**src/rtl/pim_cmd_queue.sv**
```systemverilog
// Command queue between a host start strobe and a single-outstanding compute engine.
// Optional statistics counters are enabled by defining PIM_CMD_STATS_EN.
module pim_cmd_queue #(
    parameter int LEN   = 32,
    parameter int DEPTH = 4
) (
    input  logic                         clk,
    input  logic                         rst,
    input  logic                         start,
    input  logic [LEN-1:0]               src1_addr,
    input  logic [LEN-1:0]               src2_addr,
    input  logic [LEN-1:0]               dst_addr,
    output logic                         cmd_valid,
    output logic [LEN-1:0]               cmd_src1,
    output logic [LEN-1:0]               cmd_src2,
    output logic [LEN-1:0]               cmd_dst,
    input  logic                         cmd_ready,
    input  logic                         eng_done,
    output logic                         busy,
    output logic [$clog2(DEPTH+1)-1:0]   fifo_count,
    output logic                         overflow
`ifdef PIM_CMD_STATS_EN
    ,
    output logic [15:0]                  n_accepted,
    output logic [15:0]                  n_dropped,
    output logic [15:0]                  n_done
`endif
);

    localparam int PW = (DEPTH > 1) ? $clog2(DEPTH) : 1;
    localparam int CW = $clog2(DEPTH + 1);
    localparam int EW = 3 * LEN;
    localparam logic [CW-1:0] FULL_CNT = CW'(DEPTH);

    typedef enum logic [1:0] {
        IDLE  = 2'd0,
        ISSUE = 2'd1,
        WAIT  = 2'd2
    } state_t;

    state_t          state_q, state_d;
    logic            start_q, start_d;
    logic [PW-1:0]   wr_ptr_q, wr_ptr_d;
    logic [PW-1:0]   rd_ptr_q, rd_ptr_d;
    logic [CW-1:0]   count_q, count_d;
    logic            overflow_q, overflow_d;
    logic [EW-1:0]   cmd_q, cmd_d;

    logic [EW-1:0]   mem [DEPTH];

    logic            capture;
    logic            full;
    logic            pop;
    logic            push;
    logic            drop;
    logic            done_in_wait;

    // Edge detect on the strobe; a level held for many cycles yields one command.
    always_comb begin
        start_d      = start;
        capture      = start & ~start_q;
        full         = (count_q == FULL_CNT);
        pop          = (state_q == ISSUE) & cmd_ready;
        push         = capture & (~full | pop);
        drop         = capture & full & ~pop;
        done_in_wait = (state_q == WAIT) & eng_done;
    end

    always_comb begin
        wr_ptr_d   = push ? wr_ptr_q + PW'(1) : wr_ptr_q;
        rd_ptr_d   = pop  ? rd_ptr_q + PW'(1) : rd_ptr_q;
        overflow_d = overflow_q | drop;
        count_d    = count_q;
        case ({push, pop})
            2'b10:   count_d = count_q + CW'(1);
            2'b01:   count_d = count_q - CW'(1);
            default: count_d = count_q;
        endcase
    end

    // Command storage has no reset; validity is tracked by the pointers and count.
    always_ff @(posedge clk) begin
        if (push) begin
            mem[wr_ptr_q] <= {src1_addr, src2_addr, dst_addr};
        end
    end

    always_ff @(posedge clk or negedge rst) begin
        if (!rst) begin
            start_q    <= 1'b1;
            wr_ptr_q   <= '0;
            rd_ptr_q   <= '0;
            count_q    <= '0;
            overflow_q <= 1'b0;
        end else begin
            start_q    <= start_d;
            wr_ptr_q   <= wr_ptr_d;
            rd_ptr_q   <= rd_ptr_d;
            count_q    <= count_d;
            overflow_q <= overflow_d;
        end
    end

    always_ff @(posedge clk or negedge rst) begin
        if (!rst) begin
            state_q <= IDLE;
        end else begin
            state_q <= state_d;
        end
    end

    always_comb begin
        state_d = state_q;
        case (state_q)
            IDLE:    if (count_q != '0) state_d = ISSUE;
            ISSUE:   if (cmd_ready)     state_d = WAIT;
            WAIT:    if (eng_done)      state_d = IDLE;
            default: state_d = IDLE;
        endcase
    end

    always_comb begin
        cmd_valid  = (state_q == ISSUE);
        busy       = (state_q != IDLE) | (count_q != '0);
        fifo_count = count_q;
        overflow   = overflow_q;
    end

    // The head is read once on entry to ISSUE and held until the handshake,
    // so a push landing on the same slot during a full-queue pop cannot disturb it.
    always_comb begin
        cmd_d = cmd_q;
        if ((state_q == IDLE) && (count_q != '0)) begin
            cmd_d = mem[rd_ptr_q];
        end else if (pop) begin
            cmd_d = '0;
        end
    end

    always_ff @(posedge clk or negedge rst) begin
        if (!rst) begin
            cmd_q <= '0;
        end else begin
            cmd_q <= cmd_d;
        end
    end

    assign cmd_src1 = cmd_q[EW-1:2*LEN];
    assign cmd_src2 = cmd_q[2*LEN-1:LEN];
    assign cmd_dst  = cmd_q[LEN-1:0];

`ifdef PIM_CMD_STATS_EN
    logic [2:0]  stat_inc;
    logic [15:0] stat_q [3];
    logic [15:0] stat_d [3];

    assign stat_inc = {done_in_wait, drop, push};

    genvar gi;
    generate
        for (gi = 0; gi < 3; gi++) begin : g_stat
            always_comb begin
                stat_d[gi] = stat_q[gi];
                if (stat_inc[gi] && (stat_q[gi] != 16'hFFFF)) begin
                    stat_d[gi] = stat_q[gi] + 16'd1;
                end
            end

            always_ff @(posedge clk or negedge rst) begin
                if (!rst) begin
                    stat_q[gi] <= '0;
                end else begin
                    stat_q[gi] <= stat_d[gi];
                end
            end
        end
    endgenerate

    assign n_accepted = stat_q[0];
    assign n_dropped  = stat_q[1];
    assign n_done     = stat_q[2];
`else
    logic unused_stats;
    assign unused_stats = done_in_wait;
`endif

endmodule

```
**config.mk**
```make
export PLATFORM = sky130hd
export DESIGN_NAME = pim_cmd_queue
export DESIGN_NICKNAME = d
export VERILOG_FILES = /design/src/rtl/pim_cmd_queue.sv
export SDC_FILE = /design/constraint.sdc
export NUM_CORES = 1
export LEC_CHECK = 0
export CAP_MARGIN = 15
export CORE_MARGIN = 1
export CORE_UTILIZATION = 58
export CTS_BUF_LIST = sky130_fd_sc_hd__clkbuf_8
export DETAILED_ROUTE_END_ITERATION = 7
export PLACE_DENSITY = 0.85
export SETUP_SLACK_MARGIN = 0.5
export SLEW_MARGIN = 10
export SYNTH_ARGS = -nofsm -noshare
export SYNTH_HDL_FRONTEND = slang
export SYNTH_SLANG_ARGS = --single-unit
```
**constraint.sdc**
```tcl
create_clock -name clk -period 4.3 [get_ports clk]
set_input_delay 1.29 -clock clk [delete_from_list [all_inputs] [get_ports clk]]
set_output_delay 1.29 -clock clk [all_outputs]
set_load 0.05 [all_outputs]
```
* Yosys cells after proc, flatten, opt, wreduce, memory -nomap -nowiden *
Memory sizes are Yosys's and may differ from the RTL's.
Cells that the tools add are included.

storage, ports and cells
  bits in registers = 107
  RAM bits = 384
  input port bits = 101
  output and inout bits = 102
  logic and storage cells = 47
  memories = 1

cells by class
  $add $sub $neg = 4
  equal/unequal tests = 8
  muxes and demuxes = 9
  bitwise operators = 11
  reduce and logical (&&, ||, !) cells = 7

memory list
  memory  depth  bits a word  rd ports  clocked after Yosys merged registers in  wr ports  RTL line  RTL
  mem     4      96           1         0                                        1         49        logic [EW-1:0] mem [DEPTH];

operator list
  cell                                                                    number
  96-bit 2-to-1 mux                                                       2
  2-bit 2-to-1 mux                                                        3
  2-bit case mux with 3 select lines                                      1
  3-bit case mux with 2 select lines                                      1
  2-bit nonzero test                                                      3
  1-bit AND                                                               5
  2-bit by 1-bit adder with 2-bit output (second input constant)          2
  2-bit by 1-bit equality test with 1-bit output (second input constant)  2
  2-bit equality test (second input constant)                             2
  2-bit != test (second input constant)                                   2
  3-bit by 1-bit adder with 3-bit output (second input constant)          1
  3-bit equality test (second input constant)                             1
  1-bit NOT                                                               3
  1-bit OR                                                                3
  3-bit AND reduction                                                     1
  3-bit nonzero test                                                      1
  3-bit by 1-bit subtractor with 3-bit output (second input constant)     1
  2-bit logical NOT                                                       1
  1-bit 2-to-1 mux                                                        2
  2-bit by 1-bit != test with 1-bit output (second input constant)        1
  1-bit logical AND                                                       1

* Longest topological paths before layout *
Gate-level depths: netlist of the first run.

  depth after elaboration = 6
  mapped depth = 9
  mapped depth without buffers = 9

* Least setup slack after synthesis of the first run *
No wires, ideal clock.

  path kind = input-to-reg
  from = input cmd_ready
  to = memory mem[2][0] (netlist name) (enable)
  library setup time = 466 ps
  data arrival time = 4,160 ps
  data required time = 3,834 ps
  slack = -325 ps
  stages on the path = 3
  buffers on the path = 0
  cells stage by stage = nand3b_1 -> a311oi_4 -> and2_1

on the way
  word-level cells in the longest chain between the ends = 5

ends and longest elaborated chain
  what                                    RTL line  RTL
  start: declaration                      17        input logic cmd_ready,
  1-bit AND                               63        pop = (state_q == ISSUE) & cmd_ready;
  1-bit OR                                64        push = capture & (~full | pop);
  1-bit AND                               64
  1-bit 2-to-1 mux                        83        if (push) begin
  1-bit 2-to-1 mux (implied by the code)  84        mem[wr_ptr_q] <= {src1_addr, src2_addr, dst_addr};
  end: declaration                        49

Every way passes these cells.

* Worst setup path after layout of the first run *
  from = register count_q[0] (netlist: fifo_count[0])
  to = output busy

on the way
  word-level cells in the longest chain between the ends = 2

ends and longest elaborated chain
  what                      RTL line  RTL
  start: declaration        45        logic [CW-1:0] count_q, count_d;
  start signal: assignment  99        count_q <= count_d;
  3-bit nonzero test        124       busy = (state_q != IDLE) | (count_q != '0);
  1-bit OR                  124
  end: declaration          19        output logic busy,

Every way passes these cells.

==> impl_metrics.json, run 1 <==
{
  "floorplan.initialDensity_pct": 59.54,
  "syn_avg_cell_area_um2": 23.10,
  "num-nets-final": 1131,
  "postCtsSetupBuffers": 0,
  "post-synth-top-area-cell": "edfxtp_1",
  "setup.worst_path.start_class": "flop",
  "dp_hpwl_um": 21310,
  "synth.cell_area_um2": 17790,
  "grtUsageTotal_pct": 22.99,
  "ys.flop_type": "edfxtp_1",
  "worstHoldPathCells": 1,
  "grt_setup_unrepaired": "no",
  "die_w_um": 177.1,
  "drt-wirelength-per-cell_um": 23.58,
  "final_cells": 1478,
  "wl_um": 34860,
  "end_kind": "primary output",
  "critPathArrivalTime_ns": 2.28,
  "drv.max_cap_violation_count": 0,
  "yosys.cell_count.top_type": "edfxtp_1",
  "worst_hold_path_type": "flop to flop",
  "power_w": 0.01599,
  "worst_r2r_startpoint": "state_q[1]",
  "syn_inst": 770,
  "port_buffers": 202,
  "criticalPathCategory": "flop to primary output",
  "endpoint_required_time_on_the_critical_path_ns": 3.01,
  "groute.layer.met1.usage_pct": 29.93,
  "synth-seq-cells": 491,
  "pwr_density_cell_nw_per_um2": 729.6,
  "critical_path.cell_chain": "nor3_1, nand2_1, clkdlybuf4s50_1",
  "worst_pin_slew_ns": 1.118,
  "normalized_max_slew_margin_pct": 25.48,
  "vertical_extent_of_the_die_um": 177.1,
  "place.detailed.instances": 1338,
  "synth_async_sr_flop_share_pct": 21.79,
  "area.growth.synth_to_final_pct": 23.23,
  "result_of_the_run": "completed",
  "drt_first_pass_iters": 5,
  "viasPerCell": 5.853,
  "final_min_period_over_clock_period_pct": 83.10,
  "power_leakage_nw": 7.769,
  "clkLatencyLatePin_ns": 0.59,
  "netlist.area_leader.share_pct": 64.82,
  "worst-r2r-setup-slack_ns": 1.80,
  "critPathTopFamily": "buffers and inverters",
  "drive_gt1_share_pct": 21.29,
  "io_pins": 203,
  "global_route_wire_length_before_repair_um": 52690,
  "fp.dieArea_um2": 31370,
  "cts_tree": "built",
  "placement_rows": 63,
  "drt_first_iter_violations": 658,
  "crit-reg2reg-capture": "mem[3][19]",
  "met3_usage_pct": 4.489,
  "postSynthNetCount": 877,
  "cts_num_sinks": 491,
  "worst-path-buf-inv": 1,
  "timing_hold_violations_final": 0,
  "grt_remaining_overflow": 0,
  "yosysWarningCount": 0,
  "h-tree-depth": 3,
  "clock_slew_at_the_register_clock_pins_of_the_worst_setup_and_hold_paths_ns": 0.06,
  "synth.cells.most_frequent": "384 x edfxtp_1, 106 x dfrtp_1, 96 x a22o_1, 96 x mux4_2, 18 x clkbuf_1",
  "num_vias": 8650,
  "cp_slowest_cell": "clkdlybuf4s50_1",
  "report.final.setup_viol": 0,
  "clock_skew_ns": 0.03654,
  "top_usage_layer": "met2",
  "layout_min_cycle_time_ns": 3.573,
  "clk_path_buf_depth": 3,
  "reg2reg_depth": 4,
  "setup_total_negative_slack_ns": 0,
  "maxClockFrequency_mhz": 279.8,
  "first_global_vias": 9332,
  "tritoncts.num_buffers": 74,
  "ir_worst_vdd_v": 0.0005150,
  "synth_cell_type_count": 30,
  "grt_max_degree": 97,
  "finalWeightedCongestion": 0.7371,
  "worstHoldStart": "cmd_q[28]",
  "critical-path-max-stage-delay_ns": 0.71,
  "final_max_slew_viol_count": 0,
  "post_cts_resized": 0,
  "floorplan.core_area_um2": 29870,
  "drc": 0,
  "met2_global_route_usage_pct": 38.41,
  "number_of_nets_still_failing_antenna_checks_after_routing": 0,
  "antenna_found_initial": 4,
  "holdPathEnd": "cmd_q[28]",
  "crit_path_max_fanout": 6,
  "synth_edf_count": 384,
  "cts-root-buf": "clkbuf_8",
  "cts_hold_repair.buffers": 0,
  "synth_top_cells_by_area": "edfxtp_1 65%, dfrtp_1 15%, mux4_2 12%",
  "fraction_of_the_yosys_area_taken_by_sequential_cells_pct": 79.88
}
==> cell type report <==
cell class | instances | area, µm²
tap | 390 | 488.0
fill | 1658 | 7954
inverter | 9 | 33.78
antenna | 3 | 7.507
multi-input combinational | 227 | 3331
clock buffer | 83 | 1142
timing repair buffer | 221 | 2300
clock inverter | 54 | 401.6
sequential | 491 | 14220
==> power breakdown <==
group          internal, W  switching (W)
clock              0.00215        0.00174
sequential         0.00602       0.000554
combinational      0.00232        0.00322
total               0.0105        0.00551
==> placed cells by master, fill, tap and decap left out, types with 2 or more instances in the layout <==
master,n
and2_4,4
dfrtp_1,104
buf_4,9
nand2_1,2
clkbuf_8,83
a22o_1,96
buf_12,11
inv_1,30
clkdlybuf4s50_1,201
bufinv_16,6
diode_2,3
clkinv_1,12
nor2_1,4
xnor2_1,4
dfrtp_4,2
edfxtp_1,384
ha_1,5
xor2_1,2
clkinvlp_4,3
mux4_2,96
clkinv_2,10
==> worst max path at each step <==
stage / endpoint / depth (start not counted) / slack [ns] / from
2_1_floorplan: mem[0][0] / 3 / 0.72 / cmd_ready
3_3_place_gp: mem[3][22] / 5 / 0.67 / cmd_ready
3_5_place_dp: mem[3][22] / 5 / 0.58 / cmd_ready
4_1_cts: busy / 3 / 0.71 / fifo_count[0]
5_1_grt: busy / 3 / 0.65 / fifo_count[0]
6_report: busy / 3 / 0.73 / fifo_count[0]
==> cell families after synthesis <==
kind of cell	synth area share, %
DFF	79.88
AOI/OAI and AO/OA	5.050
muxes	12.27
buffers and inverters	1.533
and+or+nand+nor	0.4994
xor gates and xnor gates	0.2954
adders and majority gates	0.4642
==> per-layer routing <==
layer,routed length [µm],up-vias
met5,17,-
met2,18080,326
met1,13610,4512
met3,2281,76
li1,-,3734
met4,864,2
==> stage by stage <==
stage	worst slack, ns	area (µm²)	hold WS [ns]	util [%]
2_1_floorplan	0.7220	17790	0.5340	-
3_3_place_gp	0.6692	20370	0.4637	68.18
3_5_place_dp	0.5839	20370	0.4899	68.18
4_1_cts	0.7058	21910	0.5074	73.35
5_1_grt	0.6452	21920	0.5208	73.38
6_report	0.7266	21920	0.5014	73.38
==> sequential cells by signal (all words and copies together) (netlist names) <==
name and cells:
cmd_q 96, fifo_count 3, wr_ptr_q 2, mem 384, overflow 1, start_q 1, rd_ptr_q 2, state_q 2
(Power assumes the default switching activity.)
==> inputs of run 2 (changes only) <==
CORE_UTILIZATION = 52   (was 58)
PLACE_DENSITY = 0.81   (was 0.85)
clock period = 3.1 ns   (was 4.3 ns; I/O delays follow)
==> run 2 against run 1 <==
Via count is 1.4% higher. Setup slack worse by 0.18 ns. Clock power is 34% higher. Sequential share of layout area is 0.86 points lower. Largest cell class unchanged.
==> impl_metrics.json, run 2 (synthesized netlist as in run 1, its figures left out) <==
{
  "final_max_slew_viol_count": 0,
  "registers.top_by_ff_count": "mem",
  "num_vias": 8774,
  "cts_tree": "built",
  "num-nets-final": 1152,
  "critical_path.cell_chain": "dlygate4sd2_1",
  "crit-reg2reg-capture": "mem[2][67]",
  "normalized_max_slew_margin_pct": 55.72,
  "endpoint_required_time_on_the_critical_path_ns": 2.17,
  "post_layout_utilization_of_the_core_pct": 66.09,
  "critPathArrivalTime_ns": 1.63,
  "clkLatencyLatePin_ns": 0.58,
  "dp_hpwl_um": 23090,
  "critPathTopFamily": "buffers and inverters",
  "setup_total_negative_slack_ns": 0,
  "maxClockFrequency_mhz": 391.3,
  "postCtsSetupBuffers": 0,
  "most-common-layout-cells": "384 x edfxtp_1, 104 x dfrtp_1, 99 x clkdlybuf4s50_1, 99 x dlygate4sd2_1",
  "finalWeightedCongestion": 0.7449,
  "cp_slowest_cell": "dlygate4sd2_1",
  "io_pins": 203,
  "grt_max_degree": 98,
  "pwr_density_cell_nw_per_um2": 988.4,
  "viasPerCell": 5.646,
  "fp.dieArea_um2": 34950,
  "drv.max_cap_violation_count": 0,
  "drt-wirelength-per-cell_um": 23.36,
  "drc": 0,
  "worst_r2r_startpoint": "state_q[1]",
  "antenna_found_initial": 5,
  "share_of_total_power_in_the_clock_network_pct": 23.6,
  "reg2reg_depth": 5,
  "most_common_cell_after_layout_fill_and_taps_aside": "edfxtp_1",
  "worst-path-buf-inv": 1,
  "first_global_vias": 9468,
  "criticalPathCategory": "flop to primary output",
  "floorplan.initialDensity_pct": 52.92,
  "area.growth.synth_to_final_pct": 24.89,
  "critical-path-max-stage-delay_ns": 0.57,
  "detailedPlace.worstSlack_ns": 0.05513,
  "worst_hold_path_type": "primary input to async pin",
  "ir_worst_vdd_v": 0.0006061,
  "grt_setup_unrepaired": "yes",
  "grtUsageTotal_pct": 21.45,
  "grt_remaining_overflow": 0,
  "setup.worst_path.start_class": "flop",
  "clock_slew_at_the_register_clock_pins_of_the_worst_setup_and_hold_paths_ns": 0.07,
  "layout_min_cycle_time_ns": 2.555,
  "power.share.sequential_pct": 41.5,
  "drt_first_pass_iters": 5,
  "final_min_period_over_clock_period_pct": 82.43,
  "clock_skew_ns": 0.02050,
  "placement_rows": 67,
  "floorplan.core_area_um2": 33620,
  "fin_hold_ws_ns": 0.3903,
  "power_leakage_nw": 8.228,
  "global_route_wire_length_before_repair_um": 56060,
  "worst-r2r-setup-slack_ns": 0.86,
  "drt_first_iter_violations": 807,
  "result_of_the_run": "completed",
  "power_frac_comb_pct": 34.9,
  "intPower_w": 0.01424,
  "port_buffers": 202,
  "drive_gt1_share_pct": 22.53,
  "crit_path_max_fanout": 6,
  "wl_um": 36310,
  "tritoncts.num_buffers": 74,
  "largest_register_ffs": 384,
  "cts-root-buf": "clkbuf_8",
  "end_kind": "primary output",
  "cts_num_sinks": 491,
  "final_setup_slack_of_the_worst_path_ns": 0.5447,
  "power.switching_fraction_pct": 35.15,
  "number_of_nets_still_failing_antenna_checks_after_routing": 0,
  "clk_path_buf_depth": 3,
  "net-switching-power_w": 0.007718,
  "report.final.setup_viol": 0,
  "die_w_um": 187.0,
  "startpoint": "fifo_count[0]",
  "h-tree-depth": 3,
  "timing_hold_violations_final": 0,
  "filler_cell_count": 2154,
  "vertical_extent_of_the_die_um": 187.0,
  "worst_pin_slew_ns": 0.6643
}
run 2: cell types whose count changed in the layout (fill, tap and decap cells not counted), sizes merged:
cell / previous run / this run
diode: 3 / 1
clkbuf: 83 / 86
dlygate4sd2: 0 / 99
clkdlybuf4s50: 201 / 99
clkinvlp: 3 / 2
inv: 31 / 40
buf: 20 / 42
bufinv: 6 / 4
clkinv: 23 / 15
run 2: area by class of cell:
class	instances	area (µm²)	share of cell area [%]
flip-flops and latches	491	14220	64.00
multi-input cells	227	3342	15.04
repair buffers	242	2576	11.60
clock buffers	84	1156	5.204
well taps	448	560.5	2.523
clock inverters	52	327.8	1.476
inverters	9	33.78	0.1521
diodes	1	2.502	0.01126
run 2: metal layers:
metal  share of wire (%)  wire length, µm  GRT usage (%)  up-vias
li1                    -                -              -     3787
met1                  39            14290          28.43     4553
met2                  50            18280          34.86      353
met3                 8.0             2914          6.004       73
met4                 2.1              769          6.683        8
met5                0.13               48              0        -
run 2: power by group through the flow:
stage | clock network [W] | logic (W) | registers (W)
after floorplan | 0 | 0.00373 | 0.0108
after global placement | 0 | 0.00792 | 0.00920
after detailed placement | 0 | 0.00806 | 0.00925
after CTS | 0.00532 | 0.00770 | 0.00911
after global routing | 0.00560 | 0.00810 | 0.00924
final | 0.00519 | 0.00766 | 0.00911
run 2: timing repair:
item | 4_1_cts | 5_1_grt
gates resized for setup | 106 | 6
hold buffers | 0 | 0
setup endpoints to repair | 102 | 2
run 2: stage by stage:
stage | instance area, µm² | instances | power [W]
floorplan | 17800 | 770 | 0.01453
global placement | 20830 | 1416 | 0.01712
detailed placement | 20830 | 1416 | 0.01731
CTS | 22180 | 1552 | 0.02214
global route | 22210 | 1553 | 0.02295
finish | 22220 | 1554 | 0.02196
run 2: worst max path at each step:
stage                                to  slack [ns]  cells after the start
final                     fifo_count[0]        0.54                      1
after global routing      fifo_count[0]        0.49                      1
after CTS                          busy        0.23                      3
after detailed placement     mem[2][66]        0.06                      6
after global placement       mem[3][44]        0.10                      6
after floorplan               mem[0][0]        0.35                      3
==> inputs of run 3 (changes only) <==
CORE_UTILIZATION = 58   (was 52)
PLACE_DENSITY = 0.85   (was 0.81)
clock period = 2.5 ns   (was 3.1 ns; I/O delays follow)
==> run 3 against run 2 <==
Sequential power grew 24%. Global-route usage grew 4.1 points. Via count grew 9.2%. Setup slack lost 0.30 ns. Cell count grew 0.13%. First-iteration DRC count grew 39%. Critical path type unchanged. Critical endpoint is now busy. Largest power group unchanged.
==> impl_metrics.json, run 3 (synthesized netlist as in run 1, its figures left out) <==
{
  "area.growth.synth_to_final_pct": 28.45,
  "tritoncts.num_buffers": 73,
  "cts_tree": "built",
  "dp_hpwl_um": 23130,
  "timing_hold_violations_final": 0,
  "num_antenna_cells": 0,
  "filler_cell_count": 1507,
  "drive_gt1_share_pct": 36.96,
  "num_vias": 9582,
  "maxClockFrequency_mhz": 442.7,
  "grtUsageTotal_pct": 25.56,
  "drv.max_cap_violation_count": 0,
  "pwr_density_cell_nw_per_um2": 1247,
  "report.final.setup_viol": 0,
  "die_w_um": 177.1,
  "seq_area_um2": 14230,
  "grt_remaining_overflow": 0,
  "multi_input_comb_area_um2": 3383,
  "placement_rows": 63,
  "drt_first_iter_violations": 1121,
  "criticalPathCategory": "flop to primary output",
  "power_leakage_nw": 8.518,
  "grt_max_degree": 65,
  "most_common_cell_after_layout_fill_and_taps_aside": "edfxtp_1",
  "worst_hold_path_type": "primary input to async pin",
  "antenna_found_initial": 2,
  "port_buffers": 202,
  "intPower_w": 0.01825,
  "h-tree-depth": 3,
  "clock_slew_at_the_register_clock_pins_of_the_worst_setup_and_hold_paths_ns": 0.06,
  "power_w": 0.02849,
  "fin_hold_ws_ns": 0.08976,
  "net-switching-power_w": 0.01023,
  "endpoint_required_time_on_the_critical_path_ns": 1.75,
  "first_global_vias": 9568,
  "io_pins": 203,
  "viasPerCell": 6.158,
  "most-common-layout-cells": "384 x edfxtp_1, 97 x dfrtp_1, 97 x clkdlybuf4s50_1, 96 x mux4_2, 96 x a22o_1",
  "final_max_slew_viol_count": 0,
  "crit_path_max_fanout": 2,
  "clkLatencyLatePin_ns": 0.59,
  "clock_skew_ns": 0.01719,
  "power_frac_comb_pct": 37.6,
  "number_of_nets_still_failing_antenna_checks_after_routing": 0,
  "floorplan.core_area_um2": 29870,
  "setup_total_negative_slack_ns": 0,
  "setup.worst_path.start_class": "flop",
  "result_of_the_run": "completed",
  "drt-wirelength-per-cell_um": 27.82,
  "grt_setup_unrepaired": "yes",
  "normalized_max_slew_margin_pct": 60.36,
  "share_of_total_power_in_the_clock_network_pct": 22.8,
  "drt_first_pass_iters": 5,
  "drc": 0,
  "critPathArrivalTime_ns": 1.51,
  "registers.top_by_ff_count": "mem",
  "ir_worst_vdd_v": 0.0009305,
  "power.switching_fraction_pct": 35.92,
  "cts-root-buf": "clkbuf_8",
  "final_min_period_over_clock_period_pct": 90.36,
  "finalWeightedCongestion": 0.7568,
  "power.share.sequential_pct": 39.6,
  "floorplan.initialDensity_pct": 59.54,
  "cts_num_sinks": 491,
  "wl_um": 43290,
  "global_route_wire_length_before_repair_um": 57760,
  "layout_min_cycle_time_ns": 2.259,
  "clk_path_buf_depth": 3,
  "num-nets-final": 1212,
  "vertical_extent_of_the_die_um": 177.1,
  "largest_register_ffs": 384,
  "fp.dieArea_um2": 31370,
  "end_kind": "primary output",
  "worst_pin_slew_ns": 0.5945
}
[run 3: changes by cell type in the layout (fill, tap and decap cells not counted), sizes merged]
cell           delta
bufinv            -2
clkdlybuf4s50     -2
clkbuf           +31
buf             +132
inv               -3
and2              +1
dlygate4sd2      -97
diode             -1
clkinv            +1
[run 3: metal layers]
layer / vias to the layer above / routed length, µm / GRT usage [%]
met3: 67 / 4124 / 5.842
li1: 3913 / - / -
met5: - / 24 / 0
met1: 4995 / 16570 / 36.09
met2: 603 / 21760 / 40.23
met4: 4 / 811 / 8.046
[run 3: layout make-up]
type,instances,area share [%]
sequential,491,62.26
clock buffer,88,5.301
inverter,9,0.1479
timing repair buffer,302,14.16
multi-input combinational,228,14.81
clock inverter,48,1.183
tap,390,2.136
[run 3: worst paths after layout]
check	cells after the start	end	slack (ns)	startpoint
worst max-delay path	3	busy	0.24	fifo_count[0]
worst min-delay path	1	cmd_q[12]	0.09	rst
worst max register to register	11	fifo_count[2]	0.26	fifo_count[0]
worst min register to register	1	cmd_q[4]	0.49	cmd_q[4]
max in group asynchronous	2	start_q	1.75	rst
min in group clk	1	start_q	0.47	start
[run 3: stage by stage]
stage / instance area (µm²) / util, % / instances / setup slack, ns
2_1_floorplan: 17800 / - / 770 / -0.06510
3_3_place_gp: 20710 / 69.34 / 1361 / -0.2560
3_5_place_dp: 20710 / 69.34 / 1361 / -0.2991
4_1_cts: 22150 / 74.13 / 1523 / 0.2439
5_1_grt: 22850 / 76.48 / 1556 / 0.1981
6_report: 22850 / 76.48 / 1556 / 0.2410
[run 3: worst max-delay path, stage by stage, from the launching register on]
cell and delay (ns):
dfrtp_2 0.45, nor3_4 0.22, nand2_2 0.10, buf_6 0.16
[run 3: what timing repair did]
item,in CTS,in global routing
hold endpoints to repair,0,0
setup endpoints to repair,482,402
hold buffers,0,0
buffers inserted,22,16
pin swaps,10,6
gates resized for setup,551,43
cloned,4,17
[run 3: power by group through the flow]
stage	logic, W	registers [W]	clock network (W)
finish	0.0107	0.0113	0.00650
global placement	0.00989	0.0114	0
detailed placement	0.0101	0.0114	0
CTS	0.0100	0.0113	0.00648
floorplan	0.00464	0.0134	0
global route	0.0112	0.0114	0.00692
==> edit (config.mk and constraints of run 1) <==
Register the output `fifo_count`; this adds one clock of latency there. The other outputs are not delayed to match.
--- a/src/rtl/pim_cmd_queue.sv
+++ b/src/rtl/pim_cmd_queue.sv
@@ -37,6 +37,8 @@
         ISSUE = 2'd1,
         WAIT  = 2'd2
     } state_t;
+
+    logic [$clog2(DEPTH+1)-1:0] fifo_count_d;
 
     state_t          state_q, state_d;
     logic            start_q, start_d;
@@ -122,7 +124,7 @@
     always_comb begin
         cmd_valid  = (state_q == ISSUE);
         busy       = (state_q != IDLE) | (count_q != '0);
-        fifo_count = count_q;
+        fifo_count_d = count_q;
         overflow   = overflow_q;
     end
 
@@ -184,5 +186,9 @@
     assign unused_stats = done_in_wait;
 `endif
 
+    always_ff @(posedge clk) begin
+        fifo_count <= fifo_count_d;
+    end
+
 endmodule
 
Formal check against the unedited RTL: not equivalent (a bounded check fails within 4 cycles, from zero or initial values and one cycle with rst low).
==> edit against run 1 <==
- global-route usage decreased by 0.83 points
- setup slack gained 57 ps
- wire length is 3.0% lower
- total power decreased by 0.30%
- first-iteration DRC count increased by 1.7%
- final area rose by 0.41%
- register-to-register slack better by 110 ps
- sequential cell count grew 3
- sequential power rose by 1%
- synthesized area rose by 0.36%
- sequential share of layout area about the same
- clock skew down 21 ps
==> edit: results (changes against run 1) <==
status -> finished, final reports clean
mux contribution to synthesized area -> 0.122 (-0.000439)
Worst-Margin Slew -> 1130 ps (+16.5 ps)
via count -> 8673 (+0.27%)
library cells used by synthesis -> 31 (+3.3%)
antenna violations before repair -> 1 (-3)
fin cells -> 1482 (+0.27%)
drt pass-1 iters -> 5 (unchanged)
Iter 0 DRT Violations -> 669 (+1.7%)
seq pwr -> 6660 uW (+1%)
placed instance count -> 1341 (+0.22%)
Yosys reg bits -> 494 (+0.61%)
area fraction in compound gates after synthesis -> 0.0503 (-0.000181)
vias in the first global route -> 9127 (-2.2%)
Async SR Flop Fraction -> 0.217 (-0.00132)
DP HPWL -> 20.6 mm (-3.2%)
Avg Cell Area, Syn -> 23.1 sq um (about the same)
dpl ws -> 689 ps (+105 ps)
Max VDD drop -> 592 uV (+15%)
layout cells sized above 1 -> 0.220 (+0.00708)
# diodes -> 1 (-2)
WL/cell -> 22.8 um (-3.2%)
Adder-Cell Fraction of Synth Area -> 0.00463 (-0.0000166)
Register Area -> 0.0143 sq mm (+0.42%)
Commonest cells post-synth -> 384 x edfxtp_1, 106 x dfrtp_1, 96 x a22o_1, 96 x mux4_2
Synth Area in XOR/XNOR -> 0.00294 (-0.0000106)
total track usage -> 0.222 (-0.00829)
Net Switching -> 5470 uW (-0.87%)
Clock Skew -> 15.4 ps (-21.1 ps)
CTS Buf Count -> 76 (+2.7%)
placer congestion estimate -> 0.726 (-1.5%)
slowest cell delay on critical path -> 710 ps (about the same)
clkbuf count -> 97 (+17%)
final core utilization -> 0.735 (+0.00103)
synth top area cells -> edfxtp_1 65%, dfrtp_1 15%, mux4_2 12%
Filler cells -> 1686 (+1.7%)
WP data arrival -> 2230 ps (-50 ps)
clk cell area share -> 0.0711 (+0.000682)
Final #Nets -> 1136 (+0.44%)
clock buffer depth -> 3 (unchanged)
Final Power -> 15900 uW (-0.30%)
Clock net power -> 3830 uW (-1%)
Worst Path Max Fanout -> 5 (-1)
buffering overhead -> 0.105 (+0.000145)
Synthesized Nets -> 880 (+0.34%)
clock latency on the worst-skew pair -> 570 ps (-20 ps)
cell leakage power -> 0.00782 uW (+0.68%)
sequential fraction of the synthesis area -> 0.799 (about the same)
H-tree Lvls -> 3 (unchanged)
Final Instance Area -> 0.0220 sq mm (+0.41%)
first-pass GRT wire length -> 51.3 mm (-2.7%)
dpl cell area -> 0.0204 sq mm (+0.36%)
==> edit: cell types whose count changed in the layout (fill, tap and decap cells not counted), sizes merged <==
cell / change
clkinv: -10
clkinvlp: +1
clkbuf: +14
diode: -2
inv: +3
dfxtp: +3
bufinv: -5
==> edit: worst paths after layout <==
path / start / slack (ps) / depth (start not counted) / endpoint
setup / recovery: count_q[1] / 780 / 3 / busy
hold / removal: overflow / 470 / 1 / overflow
setup reg to reg: state_q[1] / 1910 / 4 / mem[3][89]
hold reg to reg: overflow / 470 / 1 / overflow
max in group asynchronous: rst / 2750 / 2 / cmd_q[79]
min in group asynchronous: rst / 760 / 1 / cmd_q[27]
==> edit: per-layer routing <==
layer / vias up / wire (um) / track usage
li1: 3763 / - / -
met1: 4524 / 13400 / 0.290
met2: 344 / 17600 / 0.378
met3: 42 / 2360 / 0.0458
met4: 0 / 520 / 0.0666
met5: - / 0 / 0
